File: src/rtl/thread_issue_scheduler.sv
// Round-robin issue scheduler across hardware threads.
// A thread that has waited too long while ready takes absolute priority.
module thread_issue_scheduler #(
  parameter int NUM_THREADS      = 8,
  parameter int STARVATION_LIMIT = 15
) (
  input  logic                           clk,
  input  logic                           reset,
  input  logic                           enable,
  input  logic [NUM_THREADS-1:0]         ib_instructions_valid,
  input  logic [NUM_THREADS-1:0]         hz_can_issue,
  input  logic [NUM_THREADS-1:0]         thread_en,
  input  logic [NUM_THREADS-1:0]         rb_valid,
  output logic [NUM_THREADS-1:0]         is_thread_scheduled_mask,
  output logic                           is_instr_valid,
  output logic [$clog2(NUM_THREADS)-1:0] is_thread_id
);

  localparam int TW = $clog2(NUM_THREADS);
  localparam int CW = $clog2(STARVATION_LIMIT + 1);
  localparam logic [CW-1:0] LIM = CW'(STARVATION_LIMIT);

  logic [TW-1:0]          r_last_ptr;
  logic [CW-1:0]          r_wcnt [NUM_THREADS];
  logic                   r_iv;
  logic [TW-1:0]          r_id;

  logic [NUM_THREADS-1:0] w_elig;
  logic [NUM_THREADS-1:0] w_wait;
  logic                   w_starv_any;
  logic [TW-1:0]          w_starv_id;
  logic                   w_rr_any;
  logic [TW-1:0]          w_rr_id;
  logic                   w_gv;
  logic [TW-1:0]          w_gid;
  logic [NUM_THREADS-1:0] w_mask;

  always_comb begin
    w_elig = ib_instructions_valid & hz_can_issue
           & thread_en & ~rb_valid;
    w_wait = ib_instructions_valid & thread_en & ~rb_valid;
    w_starv_any = 1'b0;
    w_starv_id  = '0;
    for (int i = NUM_THREADS - 1; i >= 0; i--) begin
      if (r_wcnt[i] == LIM && w_elig[i]) begin
        w_starv_any = 1'b1;
        w_starv_id  = TW'(i);
      end
    end
    // Scan downward so the nearest candidate after last_ptr wins.
    w_rr_any = 1'b0;
    w_rr_id  = '0;
    for (int k = NUM_THREADS; k >= 1; k--) begin
      if (w_elig[r_last_ptr + TW'(k)]) begin
        w_rr_any = 1'b1;
        w_rr_id  = r_last_ptr + TW'(k);
      end
    end
    w_gv   = enable & reset & (w_starv_any | w_rr_any);
    w_gid  = w_starv_any ? w_starv_id : w_rr_id;
    w_mask = w_gv ? (NUM_THREADS'(1) << w_gid) : '0;
  end

  always_ff @(posedge clk or negedge reset) begin
    if (!reset) begin
      r_last_ptr <= TW'(NUM_THREADS - 1);
      r_iv       <= 1'b0;
      r_id       <= '0;
      for (int i = 0; i < NUM_THREADS; i++) begin
        r_wcnt[i] <= '0;
      end
    end else begin
      r_iv <= w_gv;
      if (w_gv) begin
        r_id       <= w_gid;
        r_last_ptr <= w_gid;
      end
      if (enable) begin
        for (int i = 0; i < NUM_THREADS; i++) begin
          if (!w_wait[i] || (w_gv && w_gid == TW'(i))) begin
            r_wcnt[i] <= '0;
          end else if (r_wcnt[i] != LIM) begin
            r_wcnt[i] <= r_wcnt[i] + CW'(1);
          end
        end
      end
    end
  end

  assign is_thread_scheduled_mask = w_mask;
  assign is_instr_valid           = r_iv;
  assign is_thread_id             = r_id;

endmodule

File: config.mk
export PLATFORM = sky130hd
export DESIGN_NAME = thread_issue_scheduler
export DESIGN_NICKNAME = d
export VERILOG_FILES = /design/src/rtl/thread_issue_scheduler.sv
export SDC_FILE = /design/constraint.sdc
export NUM_CORES = 1
export LEC_CHECK = 0
export BUFFER_PORTS_ARGS = -buffer_cell sky130_fd_sc_hd__buf_2
export CAP_MARGIN = 30
export CORE_UTILIZATION = 52
export DETAILED_ROUTE_END_ITERATION = 10
export GPL_TIMING_DRIVEN = 0
export PLACE_DENSITY = 0.74
export SETUP_SLACK_MARGIN = 0.2
export SLEW_MARGIN = 10
export SYNTH_ARGS = -nofsm -noshare
export SYNTH_HDL_FRONTEND = slang
export SYNTH_SLANG_ARGS = --single-unit
File: constraint.sdc
create_clock -name clk -period 4.1 [get_ports clk]
set_input_delay 0 -clock clk [delete_from_list [all_inputs] [get_ports clk]]
set_output_delay 0 -clock clk [all_outputs]
set_load 0.03 [all_outputs]
==> results of run 1 <==
power breakdown:
part           total, mW  internal, mW  switching [mW]
logic               1.47         0.557           0.915
registers          0.510         0.458          0.0523
clock network      0.272         0.119           0.153
stage by stage:
stage | power, mW | utilization (%) | hold WS (ns) | instance area, µm² | std cells
final | 2.25 | 66.8 | 0.0376 | 4000 | 519
after global routing | 2.37 | 66.8 | 0.0761 | 4000 | 519
after global placement | 1.62 | 60.2 | 0.194 | 3600 | 499
after detailed placement | 1.65 | 60.2 | 0.213 | 3600 | 499
after CTS | 2.07 | 64.0 | 0.114 | 3830 | 512
after floorplan | 1.36 | - | -0.296 | 3290 | 379
registers in the layout, indices dropped and copies added (netlist names):
name / flops
is_instr_valid: 1
r_last_ptr: 3
r_wcnt: 32
is_thread_id: 3
path summary, 6_finish.rpt:
check | start | end | slack [ns]
max | r_last_ptr[0] | r_wcnt[13] | 0.38
min | reset | r_wcnt[0] | 0.04
max reg2reg | r_last_ptr[0] | r_wcnt[13] | 0.38
min reg2reg | is_thread_id[2] | is_thread_id[2] | 0.53
max in group asynchronous | reset | r_last_ptr[1] | 3.55
min in group clk | rb_valid[6] | r_wcnt[7] | 0.13
cell type report:
cell class / instances / area [µm²] / area share [%]
Multi-Input combinational cell: 314 / 2380 / 59.5
Sequential cell: 39 / 980 / 24.5
Timing Repair Buffer: 57 / 335 / 8.38
Tap cell: 75 / 93.8 / 2.35
Clock buffer: 6 / 72.6 / 1.81
Buffer: 12 / 70.1 / 1.75
Inverter: 14 / 55.1 / 1.38
Clock inverter: 2 / 12.5 / 0.313
cell families after synthesis:
kind of cell / Yosys count
buffers and inverters: 26
multiplexers: 13
AND/OR/NAND/NOR: 170
AO/OA/AOI/OAI: 100
flip-flops: 39
adder cells (fa/ha/maj): 10
XOR/XNOR: 21
synth_stat cells, types with 4 or more instances:
cell	n	area share, %
sky130_fd_sc_hd__o22ai_1	12	2.3
sky130_fd_sc_hd__nor3_1	24	3.7
sky130_fd_sc_hd__nand3b_1	5	1.1
sky130_fd_sc_hd__inv_1	12	1.4
sky130_fd_sc_hd__mux4_2	4	2.7
sky130_fd_sc_hd__and4b_1	7	2.1
sky130_fd_sc_hd__clkbuf_1	7	0.80
sky130_fd_sc_hd__nand3_1	23	3.5
sky130_fd_sc_hd__a211oi_1	5	1.1
sky130_fd_sc_hd__buf_2	4	0.61
sky130_fd_sc_hd__o21a_1	4	0.91
sky130_fd_sc_hd__o211ai_1	6	1.4
sky130_fd_sc_hd__o21ai_1	4	0.61
sky130_fd_sc_hd__nand4b_1	4	1.1
sky130_fd_sc_hd__mux2i_1	8	2.4
sky130_fd_sc_hd__dfrtp_1	36	27
sky130_fd_sc_hd__nand2_1	28	3.2
sky130_fd_sc_hd__o21ai_0	12	1.8
sky130_fd_sc_hd__nor2_1	32	3.7
sky130_fd_sc_hd__a21oi_1	21	3.2
sky130_fd_sc_hd__xnor2_1	8	2.1
sky130_fd_sc_hd__and2_1	7	1.3
sky130_fd_sc_hd__ha_1	10	3.8
sky130_fd_sc_hd__nand2b_1	6	1.1
sky130_fd_sc_hd__nor3_2	5	1.5
sky130_fd_sc_hd__xor2_1	13	3.5
sky130_fd_sc_hd__a32o_1	5	1.5
critical path, delay by kind of cell, from the launching register on:
kind                     cells  cell delay, ns
adder cells (fa/ha/maj)      1            0.29
AND/OR/NAND/NOR              2            0.36
AO/OA/AOI/OAI                5            1.24
multiplexers                 1            0.39
buffers and inverters        5            0.74
flip-flops                   1            0.62
metal layers:
layer | GRT usage (%) | vias to the layer above
li1 | - | 1567
met2 | 48.8 | 176
met5 | 0 | -
met1 | 37.8 | 1616
met4 | 10.2 | 0
met3 | 4.67 | 24
what timing repair did:
action                                  in CTS  in global routing
hold endpoints to repair                    36                  0
hold buffers                                 1                  0
pin swaps                                    3                  7
setup buffers                                4                  6
endpoints found under the setup margin      46                 30
gates resized for setup                     19                 24
==> results by group, run 1 <==
Floorplan
  • Die span in x: just over 80 µm
  • Cell Rows: 28
  • Top-level port count: 47
  • Initial cell density of the core: between 50% and 60%
  • Die area: about 6600 µm²
  • Area of the placeable core: between 5000 and 6000 µm²
  • Height of the die: ~80 µm

STA
  • Setup TNS: 0 ns
  • Final critical-path required period: approximately 3.7 ns
  • Worst path setup slack after routing: 0.383 ns
  • Setup repair after global routing missed its margin: no
  • Worst Skew: between 0.01 and 0.015 ns
  • Fmax: roughly 270 MHz
  • Total count of hold-check failures in the final report: 0
  • Max Transition Viols Final: 0
  • Worst slew slack as a fraction of its limit: between 60% and 70%
  • Final count of negative-setup-slack endpoints: 0
  • Worst Max-Slew Pin Slew: 0.586 ns
  • Tcrit/Tclk final: between 90% and 100%

Final layout
  • Most common cell after layout, fill and taps aside: sky130_fd_sc_hd__buf_2
  • Most used cells in the layout excluding fill and tap cells: sky130_fd_sc_hd__buf_2, sky130_fd_sc_hd__dfrtp_1, sky130_fd_sc_hd__nor2_1
  • Final Net Count: 488
  • Number of fillers in the final layout: a little over 500
  • Ratio of cells with drive above 1 in the final layout: 26.4%
  • Total inserted antenna cells: 0
  • Signed area change from the synthesized netlist to the final layout: 21.8%

Placement
  • Weighted congestion reported at the end of routability-driven placement: slightly below 1
  • Worst slack, placed: -0.252 ns
  • Number of input and output port buffers inserted: 45
  • Post-DP HPWL: around 6700 µm

Logic synthesis
  • Share of synthesized registers carrying an async set or reset: 100%
  • Number of synthesized flops with an enable pin: 0
  • YS warnings: 0
  • Post-Synth XOR/XNOR Area: ~5.6%
  • Combined area of all synthesized cells: between 3000 and 4000 µm²
  • Fraction of the yosys area taken by sequential cells: between 20 and 30%
  • Simple-gate area share of the yosys netlist: a little under a third
  • Number of instances in the synthesized netlist: 379
  • Fraction of the mapped netlist area in compound gates: a little over a fifth
  • Avg Inst Size Synth: roughly 8.7 µm²
  • Multiplexer share of the synthesized area: around 5.5%
  • Share of synthesized cell area in full adder, half adder and majority cells: around 3.8%
  • Flip-flop cell with the highest count after synthesis: sky130_fd_sc_hd__dfrtp_1
  • Count of cell types in the netlist: slightly below 70
  • Combinational family with the most area after synthesis: simple AND/OR/NAND/NOR gates
  • Yosys reg bits: 39
  • Mapped Nets: roughly 420

Routing
  • Post-route DRC violation count: 0
  • Number of nets still failing antenna checks after routing: 0
  • Detailed router's first-iteration violation count: approximately 300
  • Met1 wire length: between 3000 and 4000 µm
  • Routed wire length per instance: 18.1 µm
  • Routed wl met2: 4430 µm
  • First-pass iteration count of the detailed router: 5
  • Via density per instance: approximately 6.5
  • Wire length reported by the detailed router: between 9000 and 10000 µm
  • Via count: between 3000 and 4000
  • Total met3 wirelength after detailed routing: 745 µm
  • Topmost layer with routed signal wires: met4

Global routing
  • Vias in the first global route: about 3000
  • Overflow left after global routing: 0
  • Global Route Usage Sum: between 20% and 30%
  • Wire length of the first global-routing pass: approximately 14000 µm
  • Antenna violations before repair: 0
  • Maximum number of pins on one net before global-route repair: 41

Clock network
  • Clock sink count: 39
  • Insertion delay of the later-clocked pin in the worst-skew pair: 0.30 ns
  • Clock Tree Root: sky130_fd_sc_hd__clkbuf_8
  • TritonCTS buffer count: 5
  • Clock tree buffer depth: 2
  • Clock tree from TritonCTS: built
  • Clock slew at reported path FFs: about 0.09 ns
  • H-tree lvl count: 2

Critical path
  • Worst Setup End Kind: register
  • Cell at the slowest stage of the critical path: sky130_fd_sc_hd__dfstp_2
  • CP required: between 4 and 5 ns
  • CP Class: reg -> reg
  • Endpoint arrival time on the critical path: about 4 ns
  • Chain of cells forming the critical path: buf_6 -> inv_4 -> ha_4 -> buf_6 -> mux4_2 -> nand2b_4 -> and2_1 -> a311o_1 -> o2111ai_2 -> a22oi_2 -> buf_4 -> buf_4 -> a2111oi_2 -> a211o_1
  • Top fanout value on the critical path: 10
  • CP max stage delay: approximately 0.62 ns
  • Category of the worst setup path launch point: register
  • Worst Reg-to-Reg Cells: 14

Status
  • Run status: finished clean

Pwr
  • Worst vdd rail ir drop: 0.355 mV
  • Total power density per cell area: 563 nW/µm²
  • Leakage power total: roughly 1.8 nW

Flow run
  • MaxCap Viol Count: 0

Worst hold path
  • Class of the most critical hold timing path: in -> async
No activity file was read; power rests on OpenSTA's default activity.
==> run 2, diff against run 1 <==
ABC_AREA = 1   (was unset)
==> results by group, run 2 <==
Routing
  • Detailed router's first-iteration violation count: around 170
  • Via count: just under 3000
  • Number of nets still failing antenna checks after routing: 0
  • Wire length reported by the detailed router: around 7300 µm
  • First-pass iteration count of the detailed router: 4
  • Post-route DRC violation count: 0
  • Via density per instance: ~5.2
  • Routed wire length per instance: around 13 µm

Final layout
  • Final Net Count: between 500 and 600
  • Most common cell after layout, fill and taps aside: sky130_fd_sc_hd__nand2_1
  • Ratio of cells with drive above 1 in the final layout: 30.7%
  • Signed area change from the synthesized netlist to the final layout: 14.6%
  • Max reg flops: 32
  • Total inserted antenna cells: 0
  • Most flop-heavy register: r_wcnt
  • Most used cells in the layout excluding fill and tap cells: sky130_fd_sc_hd__nand2_1, sky130_fd_sc_hd__nand3_1, sky130_fd_sc_hd__buf_2

Logic synthesis
  • Leading post-synthesis cells by cell area: sky130_fd_sc_hd__dfrtp_1, sky130_fd_sc_hd__nand2_1, sky130_fd_sc_hd__nand3_1, sky130_fd_sc_hd__nand3_2, sky130_fd_sc_hd__xor2_1
  • Flip-flop cell with the highest count after synthesis: sky130_fd_sc_hd__dfrtp_1
  • Yosys reg bits: 39
  • Fraction of the yosys area taken by sequential cells: ~30%
  • Count of cell types in the netlist: ~40
  • Combined area of all synthesized cells: around 3200 µm²
  • Area share of the leading cell type in the synthesized netlist: between 20% and 30%
  • Post-synth top cells: sky130_fd_sc_hd__nand2_1, sky130_fd_sc_hd__nand3_1, sky130_fd_sc_hd__dfrtp_1, sky130_fd_sc_hd__inv_1, sky130_fd_sc_hd__nor2_1
  • Most area-hungry cell type in the Yosys netlist: sky130_fd_sc_hd__dfrtp_1
  • Share of synthesized registers carrying an async set or reset: between 90% and 100%
  • Mapped Nets: around 470
  • Number of instances in the synthesized netlist: approximately 420
  • Avg Inst Size Synth: roughly 7.6 µm²
  • Number of synthesized flops with an enable pin: 0
  • Most frequently used cell type in the post-synthesis netlist: sky130_fd_sc_hd__nand2_1
  • YS warnings: 0

STA
  • Final count of negative-setup-slack endpoints: 0
  • Final Hold Slack: approximately 0.050 ns
  • Worst path setup slack after routing: roughly 0.74 ns
  • Tcrit/Tclk final: a little over 80%
  • Worst Max-Slew Pin Slew: between 0.4 and 0.5 ns
  • Setup repair after global routing missed its margin: no
  • Worst slew slack as a fraction of its limit: 69.7%
  • Setup TNS: 0 ns
  • Total count of hold-check failures in the final report: 0
  • Fmax: between 200 and 300 MHz
  • Final critical-path required period: 3.36 ns
  • Max Transition Viols Final: 0
  • Worst Skew: between 0.007 and 0.008 ns

Global routing
  • Met1 Track Usage GR: between 30% and 40%
  • Met3 Use GR: under 10%
  • Global Route Usage Sum: 25.0%
  • Wire length of the first global-routing pass: 12500 µm
  • Antenna violations before repair: 0
  • Overflow left after global routing: 0
  • Vias in the first global route: 2665
  • Maximum number of pins on one net before global-route repair: 41
  • GR Layer Usage met2: a little over two fifths
  • Grt peak-use layer: met2

Clock network
  • TritonCTS buffer count: 5
  • Clock Tree Root: sky130_fd_sc_hd__clkbuf_8
  • Clock sink count: 39
  • Clock slew at reported path FFs: approximately 0.080 ns
  • Insertion delay of the later-clocked pin in the worst-skew pair: approximately 0.30 ns
  • H-tree lvl count: 2
  • Clock tree buffer depth: 2
  • Buffer count from post-CTS setup fixing: 0
  • Clock tree from TritonCTS: built

Floorplan
  • Area of the placeable core: 5960 µm²
  • Cell Rows: 28
  • Height of the die: 80.8 µm
  • Die span in x: just over 80 µm
  • Die area: 6520 µm²
  • Top-level port count: 47
  • Initial cell density of the core: a little over half

Critical path
  • Top fanout value on the critical path: 9
  • Endpoint arrival time on the critical path: ~3.4 ns
  • Worst reg2reg setup slack: 0.90 ns
  • CP required: around 4 ns
  • Worst Setup End Kind: primary output
  • CP Class: reg -> out
  • Category of the worst setup path launch point: register

Placement
  • Worst slack, placed: 0.928 ns
  • Post-DP HPWL: between 5000 and 6000 µm
  • Number of input and output port buffers inserted: 46
  • Weighted congestion reported at the end of routability-driven placement: 0.915

Pwr
  • Leakage power total: between 1.5 and 2 nW
  • Total power density per cell area: ~840 nW/µm²
  • Worst vdd rail ir drop: around 0.61 mV

Worst hold path
  • Class of the most critical hold timing path: in -> async

Flow run
  • MaxCap Viol Count: 0

Status
  • Run status: finished clean
[run 2: report_power, final]
| group | switching (mW) | internal (mW) |
|---|---|---|
| Combinational | 1.56 | 0.697 |
| Clock | 0.141 | 0.197 |
| Sequential | 0.0369 | 0.454 |
| Total | 1.74 | 1.35 |
[run 2: area by class of cell]
cell class | instances | area [µm²]
fillers | 548 | 2260
multi-input cells | 332 | 2020
flip-flops and latches | 39 | 980
repair buffers | 48 | 260
inverters | 45 | 174
well taps | 75 | 93.8
clock buffers | 6 | 82.6
plain buffers | 7 | 52.6
clock inverters | 2 | 35.0
[run 2: worst paths after layout]
| check | from | endpoint | cells after the start |
|---|---|---|---|
| worst max-delay path | r_last_ptr[1] | is_thread_scheduled_mask[3] | 19 |
| worst min-delay path | reset | r_wcnt[27] | 2 |
| worst max register to register | r_last_ptr[1] | r_wcnt[17] | 16 |
| worst min register to register | is_thread_id[0] | is_thread_id[0] | 2 |
| max in group asynchronous | reset | r_last_ptr[2] | 3 |
| min in group clk | enable | is_instr_valid | 3 |
[run 2: metrics by stage]
step	cell area, µm²	total power, mW	std cells	utilization (%)
finish	3700	3.09	554	62.1
global route	3700	3.32	554	62.1
CTS	3680	3.09	553	61.7
detailed placement	3550	2.74	544	59.6
global placement	3550	2.70	544	59.6
floorplan	3230	2.32	423	-
[run 2: worst max-delay path, cell delays in order (launching register included)]
cell	delay [ns]
sky130_fd_sc_hd__dfstp_2	0.53
sky130_fd_sc_hd__buf_2	0.22
sky130_fd_sc_hd__inv_2	0.14
sky130_fd_sc_hd__ha_1	0.42
sky130_fd_sc_hd__inv_2	0.18
sky130_fd_sc_hd__nand3_1	0.17
sky130_fd_sc_hd__nand3_2	0.13
sky130_fd_sc_hd__nand2_2	0.08
sky130_fd_sc_hd__nor2_2	0.12
sky130_fd_sc_hd__nand2_1	0.06
sky130_fd_sc_hd__nand3_1	0.06
sky130_fd_sc_hd__nand2_1	0.05
sky130_fd_sc_hd__nand2_1	0.06
sky130_fd_sc_hd__nand2_1	0.05
sky130_fd_sc_hd__nand2_1	0.06
sky130_fd_sc_hd__nand2_2	0.09
sky130_fd_sc_hd__nand2_4	0.17
sky130_fd_sc_hd__nand2_1	0.13
sky130_fd_sc_hd__nor2_1	0.13
sky130_fd_sc_hd__buf_2	0.21
[run 2: cells by family after synthesis]
family / count (synthesis) / synth area share [%]
AO/OA/AOI/OAI: 28 / 5.43
XOR/XNOR: 25 / 7.49
adder cells (fa/ha/maj): 10 / 3.88
buffers and inverters: 52 / 7.02
flip-flops: 39 / 30.4
multiplexers: 5 / 1.55
AND/OR/NAND/NOR: 264 / 44.3
[run 2: repair_timing]
item / in CTS / in global routing
hold buffers: 1 / 0
resized for setup: 0 / 0
hold endpoints to repair: 36 / 0
[run 2: routing by layer]
| metal | share of wire (%) | vias to the layer above |
|---|---|---|
| met1 | 47 | 1356 |
| met3 | 3.6 | 7 |
| met5 | 0 | - |
| met4 | 1.1 | 0 |
| li1 | - | 1493 |
| met2 | 48 | 51 |
